### src/rtl/reg_bank_pkg.sv
// Shared definitions for the 32x32 register bank: default geometry and the
// write-port sweep state encoding.
package reg_bank_pkg;

    localparam int DATA_W_DEF = 32;
    localparam int ADDR_W_DEF = 5;
    localparam int NREG_DEF   = 1 << ADDR_W_DEF;

    typedef enum logic {
        IDLE  = 1'b0,
        CLEAR = 1'b1
    } state_e;

endpackage

### src/rtl/reg_bank_write_port_if.sv
// Write request / clear-sweep bus between a requester (master) and the
// register bank write port (slave).
interface reg_bank_write_port_if import reg_bank_pkg::*; #(
    parameter int DATA_W = DATA_W_DEF,
    parameter int ADDR_W = ADDR_W_DEF
) ();

    logic              wr_valid;
    logic              wr_ready;
    logic [ADDR_W-1:0] wr_addr;
    logic [DATA_W-1:0] wr_data;
    logic              clr_req;
    logic              busy;
    logic              clr_done;

    modport master (
        output wr_valid, wr_addr, wr_data, clr_req,
        input  wr_ready, busy, clr_done
    );

    modport slave (
        input  wr_valid, wr_addr, wr_data, clr_req,
        output wr_ready, busy, clr_done
    );

endinterface

### src/rtl/reg_bank_write_port_decoder.sv
// 5-to-32 one-hot write-enable decoder; the write-side mirror of the bank's
// 32-to-1 read mux tree. All outputs are low when en_i is low.
module decoder5to32 import reg_bank_pkg::*; (
    input  logic [ADDR_W_DEF-1:0] sel_i,
    input  logic                  en_i,
    output logic [NREG_DEF-1:0]   onehot_o
);

    always_comb begin
        onehot_o = '0;
        if (en_i) begin
            onehot_o[sel_i] = 1'b1;
        end
    end

endmodule

### src/rtl/reg_bank_write_port.sv
// Write side of the register bank: valid/ready single-register writes, dirty
// tracking, a 32-cycle sequential clear sweep and flattened storage output.
module reg_bank_write_port import reg_bank_pkg::*; #(
    parameter int DATA_W   = DATA_W_DEF,
    parameter int ADDR_W   = ADDR_W_DEF,
    parameter bit ZERO_REG = 1'b1
) (
    input  logic                              clk,
    input  logic                              rst,
    reg_bank_write_port_if.slave              wr,
    output logic [(1<<ADDR_W)-1:0]            dirty_o,
    output logic [(1<<ADDR_W)*DATA_W-1:0]     regs_flat_o
);

    localparam int NREG = 1 << ADDR_W;

    state_e            state_q;
    logic [ADDR_W-1:0] idx_q;
    logic              wr_ready_q;
    logic              busy_q;
    logic              clr_done_q;

    logic [DATA_W-1:0] regs_q [NREG];
    logic [DATA_W-1:0] regs_d [NREG];
    logic [NREG-1:0]   dirty_q;
    logic [NREG-1:0]   dirty_d;
    logic [NREG-1:0]   wr_en;
    logic              accept;

    assign accept = wr.wr_valid & wr_ready_q;

    decoder5to32 u_dec (
        .sel_i    (wr.wr_addr),
        .en_i     (accept),
        .onehot_o (wr_en)
    );

    // Handshake outputs are registered and depend only on the sweep state.
    always_ff @(posedge clk or posedge rst) begin
        if (rst) begin
            state_q    <= IDLE;
            idx_q      <= '0;
            wr_ready_q <= 1'b1;
            busy_q     <= 1'b0;
            clr_done_q <= 1'b0;
        end else begin
            clr_done_q <= 1'b0;
            case (state_q)
                IDLE: begin
                    if (wr.clr_req) begin
                        state_q    <= CLEAR;
                        idx_q      <= '0;
                        wr_ready_q <= 1'b0;
                        busy_q     <= 1'b1;
                    end
                end
                CLEAR: begin
                    if (idx_q == ADDR_W'(NREG - 1)) begin
                        state_q    <= IDLE;
                        idx_q      <= '0;
                        wr_ready_q <= 1'b1;
                        busy_q     <= 1'b0;
                        clr_done_q <= 1'b1;
                    end else begin
                        idx_q <= idx_q + 1'b1;
                    end
                end
                default: begin
                    state_q    <= IDLE;
                    idx_q      <= '0;
                    wr_ready_q <= 1'b1;
                    busy_q     <= 1'b0;
                end
            endcase
        end
    end

    // Writes can only be accepted in IDLE, so sweep and write never collide.
    always_comb begin
        regs_d  = regs_q;
        dirty_d = dirty_q;
        if (state_q == CLEAR) begin
            regs_d[idx_q]  = '0;
            dirty_d[idx_q] = 1'b0;
        end else begin
            for (int i = 0; i < NREG; i++) begin
                if (wr_en[i] && !(ZERO_REG && (i == 0))) begin
                    regs_d[i]  = wr.wr_data;
                    dirty_d[i] = 1'b1;
                end
            end
        end
    end

    always_ff @(posedge clk or posedge rst) begin
        if (rst) begin
            for (int i = 0; i < NREG; i++) begin
                regs_q[i] <= '0;
            end
            dirty_q <= '0;
        end else begin
            for (int i = 0; i < NREG; i++) begin
                regs_q[i] <= regs_d[i];
            end
            dirty_q <= dirty_d;
        end
    end

    for (genvar g = 0; g < NREG; g++) begin : g_flat
        assign regs_flat_o[g*DATA_W +: DATA_W] = regs_q[g];
    end

    assign dirty_o     = dirty_q;
    assign wr.wr_ready = wr_ready_q;
    assign wr.busy     = busy_q;
    assign wr.clr_done = clr_done_q;

endmodule
### src/flat_wrapper.sv
// flat-port wrapper written by rule: the top's interface ports become plain ports
module reg_bank_write_port_flat import reg_bank_pkg::*;
#(
    parameter int DATA_W   = DATA_W_DEF,
    parameter int ADDR_W   = ADDR_W_DEF,
    parameter bit ZERO_REG = 1'b1
)
  (clk, rst, dirty_o, regs_flat_o, wr_wr_valid, wr_wr_addr, wr_wr_data, wr_clr_req, wr_wr_ready, wr_busy, wr_clr_done);
  reg_bank_write_port_if #(.DATA_W(DATA_W), .ADDR_W(ADDR_W)) wr_i ();
  input  logic clk;
  input  logic rst;
  output logic [(1<<ADDR_W)-1:0] dirty_o;
  output logic [(1<<ADDR_W)*DATA_W-1:0] regs_flat_o;
  input wire logic [$bits(wr_i.wr_valid)-1:0] wr_wr_valid;
  input wire logic [$bits(wr_i.wr_addr)-1:0] wr_wr_addr;
  input wire logic [$bits(wr_i.wr_data)-1:0] wr_wr_data;
  input wire logic [$bits(wr_i.clr_req)-1:0] wr_clr_req;
  output wire logic [$bits(wr_i.wr_ready)-1:0] wr_wr_ready;
  output wire logic [$bits(wr_i.busy)-1:0] wr_busy;
  output wire logic [$bits(wr_i.clr_done)-1:0] wr_clr_done;
  assign wr_i.wr_valid = wr_wr_valid;
  assign wr_i.wr_addr = wr_wr_addr;
  assign wr_i.wr_data = wr_wr_data;
  assign wr_i.clr_req = wr_clr_req;
  assign wr_wr_ready = wr_i.wr_ready;
  assign wr_busy = wr_i.busy;
  assign wr_clr_done = wr_i.clr_done;
  reg_bank_write_port #(.DATA_W(DATA_W), .ADDR_W(ADDR_W), .ZERO_REG(ZERO_REG)) u_core (.clk(clk), .rst(rst), .wr(wr_i), .dirty_o(dirty_o), .regs_flat_o(regs_flat_o));
endmodule
### config.mk
export PLATFORM = sky130hd
export DESIGN_NAME = reg_bank_write_port_flat
export DESIGN_NICKNAME = d
export VERILOG_FILES = /design/src/rtl/reg_bank_pkg.sv /design/src/rtl/reg_bank_write_port_if.sv /design/src/rtl/reg_bank_write_port_decoder.sv /design/src/rtl/reg_bank_write_port.sv /design/src/flat_wrapper.sv
export SDC_FILE = /design/constraint.sdc
export NUM_CORES = 2
export LEC_CHECK = 0
export BUFFER_PORTS_ARGS = -buffer_cell sky130_fd_sc_hd__buf_2
export CORE_AREA = 2 2 430 432
export DETAILED_ROUTE_END_ITERATION = 6
export DIE_AREA = 0 0 432 434
export SLEW_MARGIN = 10
export SYNTH_ARGS = -nofsm -noshare
export SYNTH_HDL_FRONTEND = slang
export SYNTH_SLANG_ARGS = --single-unit
### constraint.sdc
create_clock -name clk -period 88.9 [get_ports clk]
set_clock_uncertainty 0.1 [all_clocks]
set_input_delay 8.89 -clock clk [delete_from_list [all_inputs] [get_ports clk]]
set_output_delay 8.89 -clock clk [all_outputs]
set_load 0.01 [all_outputs]
Word level (Yosys, flattened, before mapping)
Cells that the tools add are included.
{"block": "totals", "ff_bits": 1065, "in_bits": 41, "word_cells": 206}
{"block": "classes", "addsub": 1, "magnitude_cmp": 6, "n_eq_ne": 3, "muxes": 85, "bitwise_logic": 7, "reduce_logical": 35}
{"operator": "32-bit two-way mux", "count": 33}
{"operator": "1024-bit bitwise AND", "count": 1}
{"operator": "1024-bit inverter", "count": 1}
{"operator": "992-bit two-way mux", "count": 1}
{"operator": "32-bit demux with 5-bit select", "count": 1}
{"operator": "2-bit nonzero test", "count": 31}
{"operator": "1-bit two-way mux", "count": 41}
{"operator": "32-bit bitwise AND", "count": 1}
{"operator": "32-bit inverter", "count": 1}
{"operator": "31-bit two-way mux", "count": 1}
{"operator": "5-bit by 6-bit < comparator with 1-bit output, second input constant", "count": 2}
{"operator": "1-bit demux with 5-bit select", "count": 2}
{"operator": "5-bit by 1-bit greater-or-equal comparator with 1-bit output, second input constant", "count": 2}
{"operator": "5-bit two-way mux", "count": 2}
{"operator": "5-bit one-hot mux with 2 select lines", "count": 1}
{"operator": "6-bit greater-or-equal comparator, second input constant", "count": 1}
{"operator": "6-bit by 1-bit < comparator with 1-bit output, second input constant", "count": 1}
{"operator": "5-bit inverter with 6-bit output", "count": 1}
{"operator": "1-bit one-hot mux with 2 select lines", "count": 3}
{"operator": "5-bit by 1-bit adder with 5-bit output, second input constant", "count": 1}
{"operator": "5-bit == test, second input constant", "count": 1}
{"operator": "2-bit != test, second input constant", "count": 2}
{"operator": "1-bit logical AND", "count": 3}
{"operator": "2-bit AND reduction", "count": 1}
{"operator": "2 further kinds", "count": 2}

Logic depth before layout (Yosys ltp)
{"block": "depth", "ltp_word": 8, "ltp_mapped": 7}

Cells and area by module
From an unflattened synthesis, not the netlist that was laid out.
{"block": "hier_totals", "hier_cells": 2705, "area_unflattened_um2": 39046.2}
{"mod": "reg_bank_write_port", "n_inst": 1, "cells_each": 2658, "area_each_um2": 38816.0, "seq_area_each_um2": 26651.8}
{"mod": "decoder5to32", "n_inst": 1, "cells_each": 47, "area_each_um2": 230.2, "seq_area_each_um2": 0.0}

Worst setup path before layout
No wires, ideal clock.
{"block": "synth_timing", "path_type": "input port to flip-flop", "startpoint": "in wr_wr_valid", "endpoint": "reg u_core.regs_q, in the netlist u_core.regs_flat_o[1000]", "t_arrival_ps": 10142, "t_required_ps": 88734, "slack_ps": 78592, "cell_stages": 6, "path_buffers": 3, "path_cell_list": "buf_2 > and4_1 > clkbuf_1 > a22oi_1 > clkbuf_1 > a22o_1"}
{"block": "synth_between", "elab_chain_len": 3}
{"item": "start: declaration", "line_no": "flat_wrapper.sv:14", "text": "input wire logic [$bits(wr_i.wr_valid)-1:0] wr_wr_valid;"}
{"item": "1-bit bitwise AND", "line_no": "reg_bank_write_port.sv:30", "text": "assign accept = wr.wr_valid & wr_ready_q;"}
{"item": "32-bit two-way mux", "line_no": "reg_bank_write_port_decoder.sv:11", "text": "if (en_i) begin"}
{"item": "2-bit nonzero test (no line)"}
{"item": "end signal: indexed assignment", "line_no": "reg_bank_write_port.sv:103", "text": "regs_q[i] <= regs_d[i];"}
{"item": "end: declaration", "line_no": "reg_bank_write_port.sv:23", "text": "logic [DATA_W-1:0] regs_q [NREG];"}
No other way between the ends.
A chain may end at the register's enable or synchronous reset.

==> summary.md <==
| Metric | Value |
|---|---|
| Switching power of the nets | `0.000355 W` |
| Core utilization of the finished layout | `0.276` |
| Number of routed nets with antenna violations | `0` |
| Placement Rows | `157` |
| Portion of the post-synthesis area used by sequential elements | `0.699` |
| Critical path launch point type | `input port` |
| Instance count after placement with tap cells included | `5,880` |
| Dominant cell type by area after synthesis | `sky130_fd_sc_hd__dfrtp_1` |
| Leakage | `27.3 nW` |
| Clock sinks | `1,065` |
| Number of antenna violations at the first check in global routing | `10` |
| Post-layout min period | `12.23 ns` |
| Number of nets in the layout | `3,657` |
| Part of the cycle the worst path needs | `0.138` |
| Via Count | `30,200` |
| Warnings, synthesis | `0` |
| Share of cells above drive strength 1 | `0.396` |
| Clk Latency, worst-skew pair | `0.76 ns` |
| Top-level I/O count | `1,100` |
| Post-route DRC | `0` |
| Total GRT Usage | `0.188` |
| Worst hold start | `u_core.dirty_o[3]` |
| Number of endpoints with negative hold slack in the final report | `0` |
| FF+latch count, synth | `1,065` |
| CTS hold repair buffers | `0` |
| Number of buffers added on ports | `1,099` |
| Count of mapped cells out of synthesis | `2,596` |
| Layout filler cell count | `18,700` |
| Critical-path top delay cell | `sky130_fd_sc_hd__buf_4` |
| Final-report setup violation count | `0` |
| Die area | `0.187 mm²` |
| Number of global-route vias before repair | `29,000` |
| Post-cts resize count | `0` |
| CP arrival | `12.86 ns` |
| Detail-routed net length per standard cell | `30.5 µm` |
| Post-Syn Nets | `2,643` |
| Result of the run | `finished clean` |
| Maximum clock frequency | `81.7 MHz` |
| Number of buffers between clock root and the deepest sink | `3` |
| TritonCTS buffer count | `113` |
| Number of flops mapped to enable cells by yosys | `0` |
| List of most frequent post-synthesis cells | `sky130_fd_sc_hd__dfrtp_1 (1,064), sky130_fd_sc_hd__a22o_1 (993), sky130_fd_sc_hd__clkbuf_1 (231)` |
| Kind of cell adding the most delay to the critical path | `buffers and inverters` |
| Internal power | `0.000837 W` |
| Buf/Inv on CP | `6` |
| Drt via density | `4.96` |
| Type of the tightest min-delay check | `flop to flop` |
| Critical path peak fanout | `119` |
| Number of distinct library cell variants in the gate-level netlist after synthesis | `36` |
| Area used by sequential logic in the layout | `0.0267 mm²` |
| Most common cell type on the critical path | `sky130_fd_sc_hd__buf_4` |
| Number of max-capacitance violations reported | `0` |
| Residual overflow from global routing | `0` |
| Effective utilization at floorplan | `0.209` |
| Initial DRC Count | `2,983` |
| Start point of the critical path | `rst` |
| Setup Total Neg Slack | `0 ns` |
| Slew at the pin closest to its max-slew limit | `1.22 ns` |
| Die X-Extent | `432 µm` |
| Area of the multi-input gates | `0.0106 mm²` |
| Reg2Reg Launch Point | `u_core.wr.wr_ready` |
| Commonest register cell after synthesis | `sky130_fd_sc_hd__dfrtp_1` |
| Die Ht | `434 µm` |
| Largest net degree at the start of global routing | `180` |
| Netlist Area Pre-Place | `0.0381 mm²` |
| Area Growth Syn to Fin | `32.0%` |
| Part of the power in registers | `0.446` |
| VDD IR max | `0.0000150 V` |
| Crit path required time | `89.52 ns` |
| Count leader, synth | `sky130_fd_sc_hd__dfrtp_1` |
| Clk Tree Root Cell | `sky130_fd_sc_hd__clkbuf_16` |
| Global placer's final weighted congestion | `0.788` |
| CP max stage delay | `0.88 ns` |
| Share of synthesized registers carrying an async set or reset | `1.00` |
| Max-slew headroom at the worst pin | `0.184` |
| Post-layout instance area | `0.0504 mm²` |
| Cell types with the largest area share after synthesis | `sky130_fd_sc_hd__dfrtp_1 (70%), sky130_fd_sc_hd__a22o_1 (23%), sky130_fd_sc_hd__clkbuf_1 (2.3%)` |
| Dpl hpwl | `119 mm` |
| Total wire length | `186 mm` |
| Pwr Density | `23.7 mW/mm²` |
| Class of the most critical setup path | `input port to asynchronous set/reset pin` |
| Number of non-filler instances in the completed layout | `6,097` |
| Combinational Power Share | `0.149` |
| DRT Pass-1 Iters | `5` |
| CTS H-tree lvls | `3` |
| Number of pins exceeding their max-slew limit in the final report | `0` |
| Clock tree from TritonCTS | `built` |
| Setup repair after global routing missed its margin | `no` |
| Setup Buffers After CTS | `0` |
| Core region area | `0.182 mm²` |
| Synthesized area divided by synthesized cell count | `14.7 µm²` |
| Area post-placement | `0.0466 mm²` |
| Critical path capture point type | `asynchronous set/reset pin` |
| Clock slew at the register clock pins of the worst setup and hold paths | `0.06 ns` |
| Clock network power share | `0.405` |
| Series of cell instances along the critical path | `buf_2, inv_8, buf_4, buf_4, buf_4, buf_4` |
| First-pass GRT wire length | `247 mm` |
| Area fraction of the dominant cell type after synthesis | `0.698` |
| Switching Share | `0.298` |
[flip-flops by register name, summed over array words and instances (netlist names)]
| register | cells |
|---|---|
| u_core.regs_flat_o | 1024 |
| u_core.dirty_o | 32 |
| u_core.idx_q | 5 |
| u_core.state_q | 1 |
| u_core.wr.busy | 1 |
| u_core.wr.clr_done | 1 |
| u_core.wr.wr_ready | 1 |
[cell type report]
| class | count | share of cell area |
|---|---|---|
| Clock inverter | 47 | 0.0112 |
| Clock buffer | 159 | 0.0630 |
| Sequential cell | 1065 | 0.529 |
| Antenna cell | 11 | 0.000547 |
| Tap cell | 2385 | 0.0593 |
| Multi-Input combinational cell | 1213 | 0.210 |
| Inverter | 5 | 0.000522 |
| Timing Repair Buffer | 1212 | 0.127 |
[stage by stage]
stage / worst slack, ns / total power (W) / hold WS [ns]
after global routing: 76.04 / 0.00123 / 0.388
final: 76.67 / 0.00119 / 0.373
after detailed placement: 75.73 / 0.000719 / 0.361
after CTS: 76.56 / 0.00120 / 0.376
after floorplan: 49.93 / 0.000621 / 0.418
after global placement: 75.83 / 0.000716 / 0.357
[cells by family (layout without fill, tap and decap cells)]
group / count (synthesis) / in the layout / share of synthesized area
flip-flops: 1065 / 1065 / 0.699
AO/OA/AOI/OAI: 1064 / 1064 / 0.242
buffers and inverters: 318 / 1423 / 0.0341
AND/OR/NAND/NOR: 143 / 143 / 0.0232
adder cells (fa/ha/maj): 6 / 6 / 0.00197
other: 0 / 11 / 0
[power groups by stage]
stage                     clock network (W)  logic (W)  registers (W)
final                              0.000483   0.000177       0.000532
after CTS                          0.000492   0.000180       0.000531
after detailed placement                  0   0.000180       0.000539
after global placement                    0   0.000177       0.000539
after global routing               0.000511   0.000187       0.000535
after floorplan                           0  0.0000705       0.000551
[placed cells by master (no fill, tap or decap), types with 4 or more instances in the layout]
cell / count
sky130_fd_sc_hd__a21o_1: 29
sky130_fd_sc_hd__a22o_1: 993
sky130_fd_sc_hd__a22oi_2: 31
sky130_fd_sc_hd__and2_1: 35
sky130_fd_sc_hd__and3_1: 6
sky130_fd_sc_hd__and3b_1: 4
sky130_fd_sc_hd__buf_2: 1098
sky130_fd_sc_hd__buf_4: 111
sky130_fd_sc_hd__bufinv_16: 8
sky130_fd_sc_hd__clkbuf_1: 29
sky130_fd_sc_hd__clkbuf_16: 113
sky130_fd_sc_hd__clkbuf_8: 17
sky130_fd_sc_hd__clkinv_2: 22
sky130_fd_sc_hd__dfrtp_1: 1064
sky130_fd_sc_hd__diode_2: 11
sky130_fd_sc_hd__ha_1: 6
sky130_fd_sc_hd__inv_1: 4
sky130_fd_sc_hd__inv_6: 7
sky130_fd_sc_hd__inv_8: 4
sky130_fd_sc_hd__nand2_1: 33
sky130_fd_sc_hd__nand4bb_1: 4
sky130_fd_sc_hd__nor2_1: 4
sky130_fd_sc_hd__nor2_4: 31
sky130_fd_sc_hd__o21ai_0: 4
[final timing paths]
path	end	slack [ns]	cells after the start
setup / recovery	u_core.regs_flat_o[547]	76.67	6
hold / removal	u_core.dirty_o[3]	0.37	1
setup reg to reg	u_core.regs_flat_o[885]	85.67	3
hold reg to reg	u_core.dirty_o[3]	0.37	1
max in group clk	u_core.regs_flat_o[885]	78.01	4
min in group asynchronous	u_core.regs_flat_o[91]	8.23	2
[per-layer routing]
metal	GRT usage	routed length (µm)	vias up
met1	0.236	72600	16200
li1	-	-	11900
met5	0	64	-
met4	0.0694	7220	10
met2	0.309	89200	1795
met3	0.0523	16900	360
(Power assumes the default switching activity.)
